[config.mk]
export PLATFORM = sky130hd
export DESIGN_NAME = pipeline_stall_ctrl_flat
export DESIGN_NICKNAME = d
export VERILOG_FILES = /design/src/rtl/pipeline_stall_ctrl_pkg.sv /design/src/rtl/pipeline_stall_ctrl_if.sv /design/src/rtl/pipeline_stall_ctrl_sat_counter.sv /design/src/rtl/pipeline_stall_ctrl.sv /design/src/flat_wrapper.sv
export SDC_FILE = /design/constraint.sdc
export NUM_CORES = 1
export LEC_CHECK = 0
export CAP_MARGIN = 20
export CORE_MARGIN = 2
export CORE_UTILIZATION = 50
export CTS_BUF_LIST = sky130_fd_sc_hd__clkbuf_16
export DETAILED_ROUTE_END_ITERATION = 16
export PLACE_DENSITY_LB_ADDON = 0.08
export SLEW_MARGIN = 20
export SYNTH_ARGS = -nofsm -noshare
export SYNTH_HDL_FRONTEND = slang
export SYNTH_SLANG_ARGS = --single-unit
[constraint.sdc]
create_clock -name clk -period 2.37 [get_ports clk]
set_clock_uncertainty 0.1 [all_clocks]
set_input_delay 0.5925 -clock clk [delete_from_list [all_inputs] [get_ports clk]]
set_output_delay 0.5925 -clock clk [all_outputs]
set_load 0.05 [all_outputs]
[src/rtl/pipeline_stall_ctrl_pkg.sv]
// pipeline_stall_ctrl_pkg: shared stall-controller states, control bundle and NOP constants.
package pipeline_stall_ctrl_pkg;
    typedef enum logic [1:0] {RUN, HZ_STALL, BR_FLUSH, MEM_FREEZE} state_t;
    typedef struct packed {
        logic pc_we;
        logic ifid_we;
        logic ifid_flush;
        logic idex_flush;
        logic exmem_we;
    } ctrl_t;
    localparam logic [31:0] NOP_INSTR   = 32'h0000_0013;
    localparam ctrl_t       CTRL_RUN    = '{1'b1, 1'b1, 1'b0, 1'b0, 1'b1};
    localparam ctrl_t       CTRL_FREEZE = '{1'b0, 1'b0, 1'b0, 1'b0, 1'b0};
    localparam ctrl_t       CTRL_FLUSH  = '{1'b1, 1'b1, 1'b1, 1'b1, 1'b1};
    localparam ctrl_t       CTRL_STALL  = '{1'b0, 1'b0, 1'b0, 1'b1, 1'b1};
endpackage

[src/rtl/pipeline_stall_ctrl_if.sv]
// pipeline_stall_ctrl_if: hazard inputs and pipeline-register controls between hazard unit and datapath.
interface pipeline_stall_ctrl_if #(parameter int CNT_W = 16);
    logic             hazard_detected;
    logic             branch_taken_exe;
    logic             mem_busy;
    logic             pc_write_en;
    logic             if_id_write_en;
    logic             if_id_flush;
    logic             id_ex_flush;
    logic             ex_mem_write_en;
    logic             hazard_timeout;
    logic [CNT_W-1:0] stall_cycles;
    logic [CNT_W-1:0] flush_events;
    modport master (
        output hazard_detected, branch_taken_exe, mem_busy,
        input  pc_write_en, if_id_write_en, if_id_flush, id_ex_flush, ex_mem_write_en,
        input  hazard_timeout, stall_cycles, flush_events
    );
    modport slave (
        input  hazard_detected, branch_taken_exe, mem_busy,
        output pc_write_en, if_id_write_en, if_id_flush, id_ex_flush, ex_mem_write_en,
        output hazard_timeout, stall_cycles, flush_events
    );
endinterface

[src/rtl/pipeline_stall_ctrl_sat_counter.sv]
// sat_counter: counter that sticks at all-ones instead of wrapping.
module sat_counter #(parameter int W = 16) (
    input  logic         clk,
    input  logic         rst_n,
    input  logic         inc,
    input  logic         clr,
    output logic [W-1:0] count
);
    always_ff @(posedge clk or negedge rst_n)
        if (!rst_n) count <= '0;
        else count <= clr ? '0 : (inc && !(&count)) ? count + W'(1) : count;
endmodule

[src/rtl/pipeline_stall_ctrl.sv]
// pipeline_stall_ctrl: drives pipeline write enables/flushes from hazard, branch and memory-wait inputs,
// with a sticky stall watchdog and saturating stall/flush counters.
module pipeline_stall_ctrl
    import pipeline_stall_ctrl_pkg::*;
#(
    parameter int CNT_W     = 16,
    parameter int MAX_STALL = 4
) (
    input logic                 clk,
    input logic                 rst_n,
    pipeline_stall_ctrl_if.slave bus
);
    localparam int SW = $clog2(MAX_STALL + 1);
    state_t        state, ret_state, eff_state, next_state;
    logic [SW-1:0] stall_run, stall_run_inc;
    logic          qual_hz, flush_inc, timeout;
    ctrl_t         ctrl;
    always_comb begin
        // a freeze is transparent: on release we decide as if still in the pre-freeze state
        eff_state     = (state == MEM_FREEZE) ? ret_state : state;
        qual_hz       = bus.hazard_detected && !bus.mem_busy && !bus.branch_taken_exe && eff_state != BR_FLUSH;
        flush_inc     = bus.branch_taken_exe && !bus.mem_busy;
        next_state    = bus.mem_busy ? MEM_FREEZE : flush_inc ? BR_FLUSH : qual_hz ? HZ_STALL : RUN;
        ctrl          = !rst_n ? CTRL_RUN : bus.mem_busy ? CTRL_FREEZE : flush_inc ? CTRL_FLUSH :
                        qual_hz ? CTRL_STALL : CTRL_RUN;
        stall_run_inc = (stall_run == SW'(MAX_STALL)) ? stall_run : stall_run + SW'(1);
    end
    always_ff @(posedge clk or negedge rst_n)
        if (!rst_n) begin
            state     <= RUN;
            ret_state <= RUN;
            stall_run <= '0;
            timeout   <= 1'b0;
        end else begin
            state <= next_state;
            if (bus.mem_busy && state != MEM_FREEZE) ret_state <= state;
            if (!bus.mem_busy) stall_run <= qual_hz ? stall_run_inc : '0;
            if (qual_hz && stall_run_inc == SW'(MAX_STALL)) timeout <= 1'b1;
        end
    sat_counter #(.W(CNT_W)) u_stall_cnt (
        .clk(clk), .rst_n(rst_n), .inc(qual_hz), .clr(1'b0), .count(bus.stall_cycles)
    );
    sat_counter #(.W(CNT_W)) u_flush_cnt (
        .clk(clk), .rst_n(rst_n), .inc(flush_inc), .clr(1'b0), .count(bus.flush_events)
    );
    assign bus.pc_write_en     = ctrl.pc_we;
    assign bus.if_id_write_en  = ctrl.ifid_we;
    assign bus.if_id_flush     = ctrl.ifid_flush;
    assign bus.id_ex_flush     = ctrl.idex_flush;
    assign bus.ex_mem_write_en = ctrl.exmem_we;
    assign bus.hazard_timeout  = timeout;
endmodule

[src/flat_wrapper.sv]
// flat-port wrapper written by rule: the top's interface ports become plain ports
module pipeline_stall_ctrl_flat import pipeline_stall_ctrl_pkg::*;
#(
    parameter int CNT_W     = 16,
    parameter int MAX_STALL = 4
)
  (clk, rst_n, bus_hazard_detected, bus_branch_taken_exe, bus_mem_busy, bus_pc_write_en, bus_if_id_write_en, bus_if_id_flush, bus_id_ex_flush, bus_ex_mem_write_en, bus_hazard_timeout, bus_stall_cycles, bus_flush_events);
  pipeline_stall_ctrl_if #(.CNT_W(CNT_W)) bus_i ();
  input logic clk;
  input logic rst_n;
  input wire logic [$bits(bus_i.hazard_detected)-1:0] bus_hazard_detected;
  input wire logic [$bits(bus_i.branch_taken_exe)-1:0] bus_branch_taken_exe;
  input wire logic [$bits(bus_i.mem_busy)-1:0] bus_mem_busy;
  output wire logic [$bits(bus_i.pc_write_en)-1:0] bus_pc_write_en;
  output wire logic [$bits(bus_i.if_id_write_en)-1:0] bus_if_id_write_en;
  output wire logic [$bits(bus_i.if_id_flush)-1:0] bus_if_id_flush;
  output wire logic [$bits(bus_i.id_ex_flush)-1:0] bus_id_ex_flush;
  output wire logic [$bits(bus_i.ex_mem_write_en)-1:0] bus_ex_mem_write_en;
  output wire logic [$bits(bus_i.hazard_timeout)-1:0] bus_hazard_timeout;
  output wire logic [$bits(bus_i.stall_cycles)-1:0] bus_stall_cycles;
  output wire logic [$bits(bus_i.flush_events)-1:0] bus_flush_events;
  assign bus_i.hazard_detected = bus_hazard_detected;
  assign bus_i.branch_taken_exe = bus_branch_taken_exe;
  assign bus_i.mem_busy = bus_mem_busy;
  assign bus_pc_write_en = bus_i.pc_write_en;
  assign bus_if_id_write_en = bus_i.if_id_write_en;
  assign bus_if_id_flush = bus_i.if_id_flush;
  assign bus_id_ex_flush = bus_i.id_ex_flush;
  assign bus_ex_mem_write_en = bus_i.ex_mem_write_en;
  assign bus_hazard_timeout = bus_i.hazard_timeout;
  assign bus_stall_cycles = bus_i.stall_cycles;
  assign bus_flush_events = bus_i.flush_events;
  pipeline_stall_ctrl #(.CNT_W(CNT_W), .MAX_STALL(MAX_STALL)) u_core (.clk(clk), .rst_n(rst_n), .bus(bus_i));
endmodule
### After elaboration in Yosys (flattened, before gate mapping)

Cells that the tools add are included.

* output and inout port bits: 38
* register bits: 40
* word-level logic and storage cells: 38

* mux-type cells: 10
* equality and inequality tests: 5
* reductions and logical operators: 14
* add/sub/neg operators: 3

Operator list (count)
* adder 16 x 1 -> 16 bit, second input constant: 2
* AND reduction 16 bit: 2
* two-way mux 5 bit: 4
* logical AND 1 bit: 8
* == test 3 bit, second input constant: 2
* two-way mux 2 bit: 3
* two-way mux 3 bit: 2
* logical NOT 1 bit: 4
* != test 2 bit, second input constant: 2
* adder 3 x 1 -> 3 bit, second input constant: 1
* == test 2 bit, second input constant: 1
* two-way mux 1 bit: 1

### Logic depth before layout (Yosys ltp)

* depth after elaboration: 8
* gate-level depth with buffers: 7
* gate-level depth less buffers: 6

### By module

From an unflattened synthesis, not the netlist that was laid out.

* cell total of the unflattened synthesis: 264
* area total of the unflattened synthesis: 2459.9 µm²

By module, submodules not included
* sat_counter: cells each 108, seq. area each 400.4 µm², instances 2, area each 1003.5 µm²
* pipeline_stall_ctrl: cells each 48, seq. area each 200.2 µm², instances 1, area each 452.9 µm²

### Worst setup path before layout

Ideal clock, no wire load.

* path type: input to output
* start: input bus_mem_busy
* end: output bus_id_ex_flush
* setup slack: -570 ps
* cell stages on the path: 5
* path buffers: 0
* arrival: 2248 ps
* cell sequence: nor2_1 nand2_1 nor2_1 nor2_1 nor3_1

* cells in the longest elaborated chain, start to end: 8
* elaborated cells on any way between the ends: 9
* those cells by class: mux: 4; reduce/logical: 5

Ends and longest elaborated chain
* from (decl): RTL line flat_wrapper.sv:13 `input wire logic [$bits(bus_i.mem_busy)-1:0] bus_mem_busy;`
* logical NOT 1 bit: RTL line pipeline_stall_ctrl.sv:21, pipeline_stall_ctrl.sv:22
* logical AND 1 bit (3 in series): RTL line pipeline_stall_ctrl.sv:21 `qual_hz = bus.hazard_detected && !bus.mem_busy && !bus.branch_taken_exe && eff_state != BR_FLUSH;`
* two-way mux 5 bit: RTL line pipeline_stall_ctrl.sv:25 `qual_hz ? CTRL_STALL : CTRL_RUN;`
* two-way mux 5 bit: RTL line pipeline_stall_ctrl.sv:24 `ctrl = !rst_n ? CTRL_RUN : bus.mem_busy ? CTRL_FREEZE : flush_inc ? CTRL_FLUSH :`
* two-way mux 5 bit * (2 in series): RTL line pipeline_stall_ctrl.sv:24
* to (decl): RTL line flat_wrapper.sv:17 `output wire logic [$bits(bus_i.id_ex_flush)-1:0] bus_id_ex_flush;`

Every way passes the cells marked *; elsewhere a longest branch is shown, timed or not.

### Worst setup path in the final report

* start: input bus_mem_busy
* end: output bus_if_id_write_en

* cells in the longest elaborated chain, start to end: 8
* elaborated cells on any way between the ends: 9
* those cells by class: mux: 4; reduce/logical: 5

Ends and longest elaborated chain
* logical NOT 1 bit: RTL line pipeline_stall_ctrl.sv:21, pipeline_stall_ctrl.sv:22
* logical AND 1 bit (3 in series): RTL line pipeline_stall_ctrl.sv:21
* two-way mux 5 bit: RTL line pipeline_stall_ctrl.sv:25
* two-way mux 5 bit: RTL line pipeline_stall_ctrl.sv:24
* two-way mux 5 bit * (2 in series): RTL line pipeline_stall_ctrl.sv:24
* to (decl): RTL line flat_wrapper.sv:15 `output wire logic [$bits(bus_i.if_id_write_en)-1:0] bus_if_id_write_en;`

Marked as above.

==> metrics.md <==
| Metric | Value |
|---|---|
| Outcome | `finished, final reports clean` |
| Worst-Skew Late Latency | `between 0.2 and 0.3 ns` |
| CTS tree | `done` |
| Slew Limit Fails | `0` |
| Timing endpoint of the critical path | `bus_if_id_write_en` |
| GRT Util Overall | `0.229` |
| Starting Density | `0.524` |
| Placer Congestion | `0.795` |
| Yosys cell types | `31` |
| FF-to-FF Start | `u_core.u_stall_cnt.count[0]` |
| Worst Path Arrival | `~1.7 ns` |
| Num rows | `22` |
| Part of the cycle the worst path needs | `0.987` |
| Most frequent cells in the layout | `dfrtp_1, clkdlybuf4s50_1, buf_4` |
| Die X | `about 66 µm` |
| Hold buffer count at CTS | `0` |
| Syn nets | `around 190` |
| Non-Filler Instances | `300` |
| Maximum fanout along the worst path | `3` |
| Max transition margin | `0.664` |
| Final global-route overflow total | `0` |
| Hold Crit Class | `in -> async` |
| WL met1 | `2.02 mm` |
| Yosys warns | `0` |
| Pwr/cell area | `about 790 nW/µm²` |
| Setup slack, reg-to-reg | `0.34 ns` |
| Bufs on Longest Clock Path | `2` |
| Area Overhead vs Synth | `43.8%` |
| Vias in the first global route | `about 1.6k` |
| Clk pin slew, worst setup/hold paths | `roughly 0.06 ns` |
| Fin. Hold Viols | `0` |
| Ant. Diodes | `0` |
| Total CTS buffers | `5` |
| Critical Path Start | `bus_mem_busy` |
| Slew @ Worst Pin | `around 0.5 ns` |
| Filler cell count in the final layout | `260` |
| Buffers on Ports | `42` |
| Cell Area, Synth | `slightly below 2000 µm²` |
| Met2 Wirelength | `around 2.2 mm` |
| Final WL | `4.45 mm` |
| Placed Instances | `around 280` |
| Worst r2r path cells | `6` |
| Final nets | `260` |
| Die footprint | `4380 µm²` |
| Synth Instances | `180` |
| Core box area | `3690 µm²` |
| Post-synth EDFFs | `0` |
| Initial DRC Count | `73` |
| Final-report setup violation count | `0` |
| Die H | `around 66 µm` |
| Max cap viols | `0` |
| Avg Inst Size Synth | `~11 µm²` |
| First-pass GRT wire length | `approximately 7.5 mm` |
| Largest net degree at the start of global routing | `31` |
| Routed wire length on met3 | `between 100 and 150 µm` |
| FFs w/ async S/R, synth | `1.00` |
| Initial antenna violation count | `0` |
| Ports | `43` |
| ANT nets after route | `0` |
| Layout cells sized above 1 | `0.214` |
| Synthesized flop and latch total | `40` |
| Primary FF master, synth | `dfrtp_1` |
| Nature of the critical path startpoint | `input pin` |
| Final min period | `~2.3 ns` |
| DR top layer | `met4` |
| Clock Root Buffer | `clkbuf_16` |
| DRC Markers | `0` |
| Avg Vias per Cell | `around 5.3` |
| CP Class | `in -> out` |
| Worst reg2reg path endpoint | `u_core.u_stall_cnt.count[1]` |
| First-pass DRT Iterations | `4` |
| Kind of end point of the critical path | `output pin` |
| Worst EP required | `1.68 ns` |
| Lkg Pwr | `~1.3 nW` |
| Setup TNS Final | `0 ns` |
| Most common cell after layout, fill and taps aside | `dfrtp_1` |
| H-tree Lvls | `2` |
| CTS Sinks | `40` |
| VDD IR max | `874 µV` |
| Via Count | `roughly 1.6k` |
| Post-synthesis sequential area ratio | `0.518` |
| Post-DR wirelength/cell | `~15 µm` |
| Min Hold Slack | `about 0.18 ns` |
| Hpwl dp | `around 3.0 mm` |
| Fmax | `approximately 430 MHz` |
## synth_stat cells (2+ instances only)
| library cell | instances | share of area |
|---|---|---|
| xnor2_1 | 23 | 0.10 |
| nand4_1 | 17 | 0.055 |
| nor3_1 | 5 | 0.013 |
| buf_4 | 2 | 0.0078 |
| o21ai_0 | 3 | 0.0078 |
| nand2_1 | 15 | 0.029 |
| nor2b_1 | 4 | 0.013 |
| xor2_1 | 4 | 0.018 |
| and3_1 | 9 | 0.029 |
| ha_1 | 4 | 0.026 |
| nand2b_1 | 3 | 0.0097 |
| inv_1 | 6 | 0.012 |
| nand3_1 | 7 | 0.018 |
| dfrtp_1 | 40 | 0.52 |
| nor2_1 | 16 | 0.031 |
| mux2_2 | 4 | 0.023 |
| a21oi_1 | 4 | 0.010 |
## timing repair
| action | CTS | global route |
|---|---|---|
| buffers inserted | 9 | 2 |
| endpoints found under the setup margin | 4 | 3 |
| cloned | 0 | 0 |
| resized for setup | 11 | 2 |
| pin swaps | 4 | 3 |
## where the power goes
group / total [W] / switching [W] / internal (W) / leakage [nW]
combinational: 0.000701 / 0.000442 / 0.000259 / 0.654
clock: 0.000621 / 0.000243 / 0.000378 / 0.0738
sequential: 0.000884 / 0.000113 / 0.000771 / 0.528
## sequential cells by signal (all words and copies together), names as in the netlist
signal and count:
u_core.u_flush_cnt.count 16, u_core.u_stall_cnt.count 16, u_core.stall_run 3, u_core.ret_state 2, u_core.state 2, u_core.bus.hazard_timeout 1
## logic make-up (layout without fill, tap and decap cells)
family / after synthesis / count (layout) / synth area share
AND/OR/NAND/NOR: 83 / 83 / 0.239
AO/OA/AOI/OAI: 13 / 13 / 0.0466
adder cells (fa/ha/maj): 4 / 4 / 0.0259
buffers and inverters: 9 / 81 / 0.0252
multiplexers: 4 / 4 / 0.0233
XOR/XNOR: 27 / 27 / 0.122
flip-flops: 40 / 40 / 0.518
## per-stage QoR
stage / utilization / cell area, µm² / total power (W) / setup WS (ns)
final: 0.754 / 2780 / 0.00221 / 0.0302
after global routing: 0.754 / 2780 / 0.00231 / -0.0182
after CTS: 0.748 / 2760 / 0.00222 / 0.0362
after detailed placement: 0.685 / 2530 / 0.00157 / -0.277
after global placement: 0.685 / 2530 / 0.00155 / -0.199
after floorplan: - / 1950 / 0.00131 / 0.00894
## worst max-delay path, stage by stage
cell           delay (ns)
dlygate4sd2_1        0.25
nor2_2               0.16
nand2_2              0.09
or2_4                0.25
nand2b_4             0.09
nand2_4              0.06
buf_8                0.15
## area by class of cell
type,count,area [µm²],share of cell area
Sequential cell,40,1000,0.360
Clock buffer,5,125,0.0450
Clock inverter,3,11.3,0.00405
Inverter,6,22.5,0.00810
Multi-Input combinational cell,131,921,0.331
Tap cell,48,60.1,0.0216
Timing Repair Buffer,67,639,0.230
## how the worst min path moves through the flow
stage | to | slack [ns]
finish | u_core.bus.hazard_timeout | 0.18
global route | u_core.state[0] | 0.19
CTS | u_core.bus.hazard_timeout | 0.18
detailed placement | u_core.ret_state[0] | 0.39
global placement | u_core.ret_state[0] | 0.38
floorplan | u_core.bus.hazard_timeout | 0.20
## routing by layer
layer,GRT usage,vias up
li1,-,765
met1,0.300,785
met2,0.366,32
met3,0.0426,9
met4,0.107,0
met5,0,-
Note: power is estimated with default switching activity, not from simulation.
==> edit (config.mk and constraints unchanged) <==
`MAX_STALL` is set to 4 in 2 places; all go to 2.
--- a/src/rtl/pipeline_stall_ctrl.sv
+++ b/src/rtl/pipeline_stall_ctrl.sv
@@ -6,3 +6,3 @@
     parameter int CNT_W     = 16,
-    parameter int MAX_STALL = 4
+    parameter int MAX_STALL = 2
 ) (
--- a/src/flat_wrapper.sv
+++ b/src/flat_wrapper.sv
@@ -4,3 +4,3 @@
     parameter int CNT_W     = 16,
-    parameter int MAX_STALL = 4
+    parameter int MAX_STALL = 2
 )
Behaviour: not the same (a bounded check fails within 4 cycles, from zero or initial values and one cycle with rst_n low).
==> edit against the original RTL <==
  * Total power up 4.1%
  * Routed wire length fell by 10%
  * Synthesized area is 4.3% lower
  * Sequential power grew 2%
  * Non-clock buffer count shrank 11
  * Setup slack gained 32 ps
  * Sequential cell count fell by 1
  * Final area decreased by 4.9%
  * Die area down 4.0%
==> edit: results (changes against the original RTL) <==
<table>
<tr><th>Metric</th><th>Value</th></tr>
<tr><th colspan="2">Setup path</th></tr>
<tr><td>Arrival time at the worst endpoint</td><td>1610 ps (-40 ps)</td></tr>
<tr><td>Worst reg2reg path depth</td><td>5 (-1)</td></tr>
<tr><td>Slowest stage delay, CP</td><td>230 ps (-20 ps)</td></tr>
<tr><td>Setup slack, reg-to-reg</td><td>240 ps (-100 ps)</td></tr>
<tr><th colspan="2">Drt</th></tr>
<tr><td>Routed via count</td><td>1,536 (-3.5%)</td></tr>
<tr><td>Number of search-and-repair iterations in the first detailed-routing pass</td><td>4 (unchanged)</td></tr>
<tr><td>Routed Wire Length</td><td>4.000 mm (-10%)</td></tr>
<tr><th colspan="2">Global route</th></tr>
<tr><td>Number of global-route vias before repair</td><td>1,528 (-6.1%)</td></tr>
<tr><td>First-pass GRT wire length</td><td>6.941 mm (-7.1%)</td></tr>
<tr><td>Overall Global Routing Usage</td><td>21.77% (-1.1 points)</td></tr>
<tr><td>Maximum number of pins on one net before global-route repair</td><td>40 (+29%)</td></tr>
<tr><th colspan="2">Hold path</th></tr>
<tr><td>HP Class</td><td>flip-flop to flip-flop</td></tr>
<tr><th colspan="2">Synthesis</th></tr>
<tr><td>Mapped Nets</td><td>185 (-2.1%)</td></tr>
<tr><td>Commonest cells post-synth</td><td>39 x dfrtp_1, 17 x nor2_1, 15 x nand2_1</td></tr>
<tr><td>Distinct cells, synth</td><td>34 (+9.7%)</td></tr>
<tr><td>Top cells by area, synth</td><td>dfrtp_1 53%, xnor2_1 6.2%, xor2_1 4.7%</td></tr>
<tr><th colspan="2">Placement</th></tr>
<tr><td>Placed wire-length estimate after detailed placement</td><td>2.889 mm (-4.2%)</td></tr>
<tr><td>Post-detailed-placement cell area</td><td>0.002482 sq mm (-1.7%)</td></tr>
<tr><td>Worst setup slack after placement</td><td>-211.4 ps (+65.26 ps)</td></tr>
<tr><td>Global placer's final weighted congestion</td><td>0.7951 (about the same)</td></tr>
<tr><th colspan="2">Cells and area</th></tr>
<tr><td>Proportion of layout cells with a drive suffix above 1</td><td>17.80% (-3.6 points)</td></tr>
<tr><td>Area occupied by multi-input gates</td><td>887.1 sq um (-3.7%)</td></tr>
<tr><td>Number of filler cells placed in the layout</td><td>266 (+2.3%)</td></tr>
<tr><td>Total Nets Final</td><td>245 (-5.8%)</td></tr>
<tr><th colspan="2">STA</th></tr>
<tr><td>Worst hold margin</td><td>357.1 ps (+175.4 ps)</td></tr>
<tr><td>Max-slew headroom</td><td>66.32% (-0.10 points)</td></tr>
<tr><th colspan="2">Status</th></tr>
<tr><td>Result of the run</td><td>finished clean</td></tr>
<tr><th colspan="2">Power</th></tr>
<tr><td>Maximum ir drop on the vdd rail</td><td>0.6677 mV (-24%)</td></tr>
<tr><td>Leakage component of the power</td><td>1.160 nW (-7.6%)</td></tr>
</table>
-- edit: cell count changes after synthesis, moves of 3 or more --
cell and delta:
a21oi_1 +3, nor4_1 +4, xor2_1 +6, nand3_1 +3, and3_1 -6, xnor2_1 -10, nor3_1 +4, nand4_1 -8
-- edit: repair_timing --
action                                  4_1_cts  5_1_grt
pin swaps                                     4        5
endpoints found under the setup margin        4        4
resized for setup                             4        5
buffers inserted                              1        2
-- edit: kinds of logic after synthesis --
group | count (synthesis) | share of synthesized area (%)
buf+inv | 9 | 2.029
mux | 3 | 2.028
simple gates | 80 | 22.11
flops | 39 | 52.74
compound gates | 20 | 8.181
fa+ha+maj | 3 | 2.029
xor+xnor | 23 | 10.89
-- edit: where the power goes --
part           internal, mW  switching, mW  total, mW
Combinational         0.293          0.502      0.795
Sequential            0.766          0.136      0.902
Clock                 0.373          0.228      0.601
Total                  1.43          0.866       2.30
-- edit: worst max path at each step --
stage / startpoint / to / slack (ps) / cells after the start
6_report: bus_branch_taken_exe / bus_id_ex_flush / 60 / 7
5_1_grt: bus_branch_taken_exe / bus_id_ex_flush / 6 / 7
4_1_cts: u_core.ret_state[1] / bus_id_ex_flush / 20 / 6
3_5_place_dp: bus_branch_taken_exe / bus_id_ex_flush / -210 / 7
3_3_place_gp: bus_branch_taken_exe / bus_pc_write_en / -170 / 7
2_1_floorplan: bus_mem_busy / bus_id_ex_flush / 20 / 6
-- edit: worst reg2reg max path, delay by kind of cell (launching register included) --
kind                       cells  cell delay (ps)
DFF                            1              410
muxes                          1              330
and+or+nand+nor                2              580
adders and majority gates      1              230
AOI/OAI and AO/OA              1              360
-- edit: area by class of cell --
class,count,area share (%)
sequential,39,36.91
multi-input combinational,129,33.55
timing repair buffer,56,21.53
clock buffer,5,4.733
tap,48,2.272
inverter,6,0.8519
clock inverter,1,0.1420
-- edit: through the flow --
stage	power, mW	setup TNS (ps)
after floorplan	1.409	0
final	2.298	0
after CTS	2.312	0
after global placement	1.683	-833.9
after detailed placement	1.701	-1072
after global routing	2.406	0
-- edit: routing by layer --
layer	track usage (%)	vias up	share of wire [%]
li1	-	745	-
met1	28.41	739	43
met2	35.05	46	49
met3	6.076	6	7.0
met4	7.181	0	1.3
met5	0	-	0
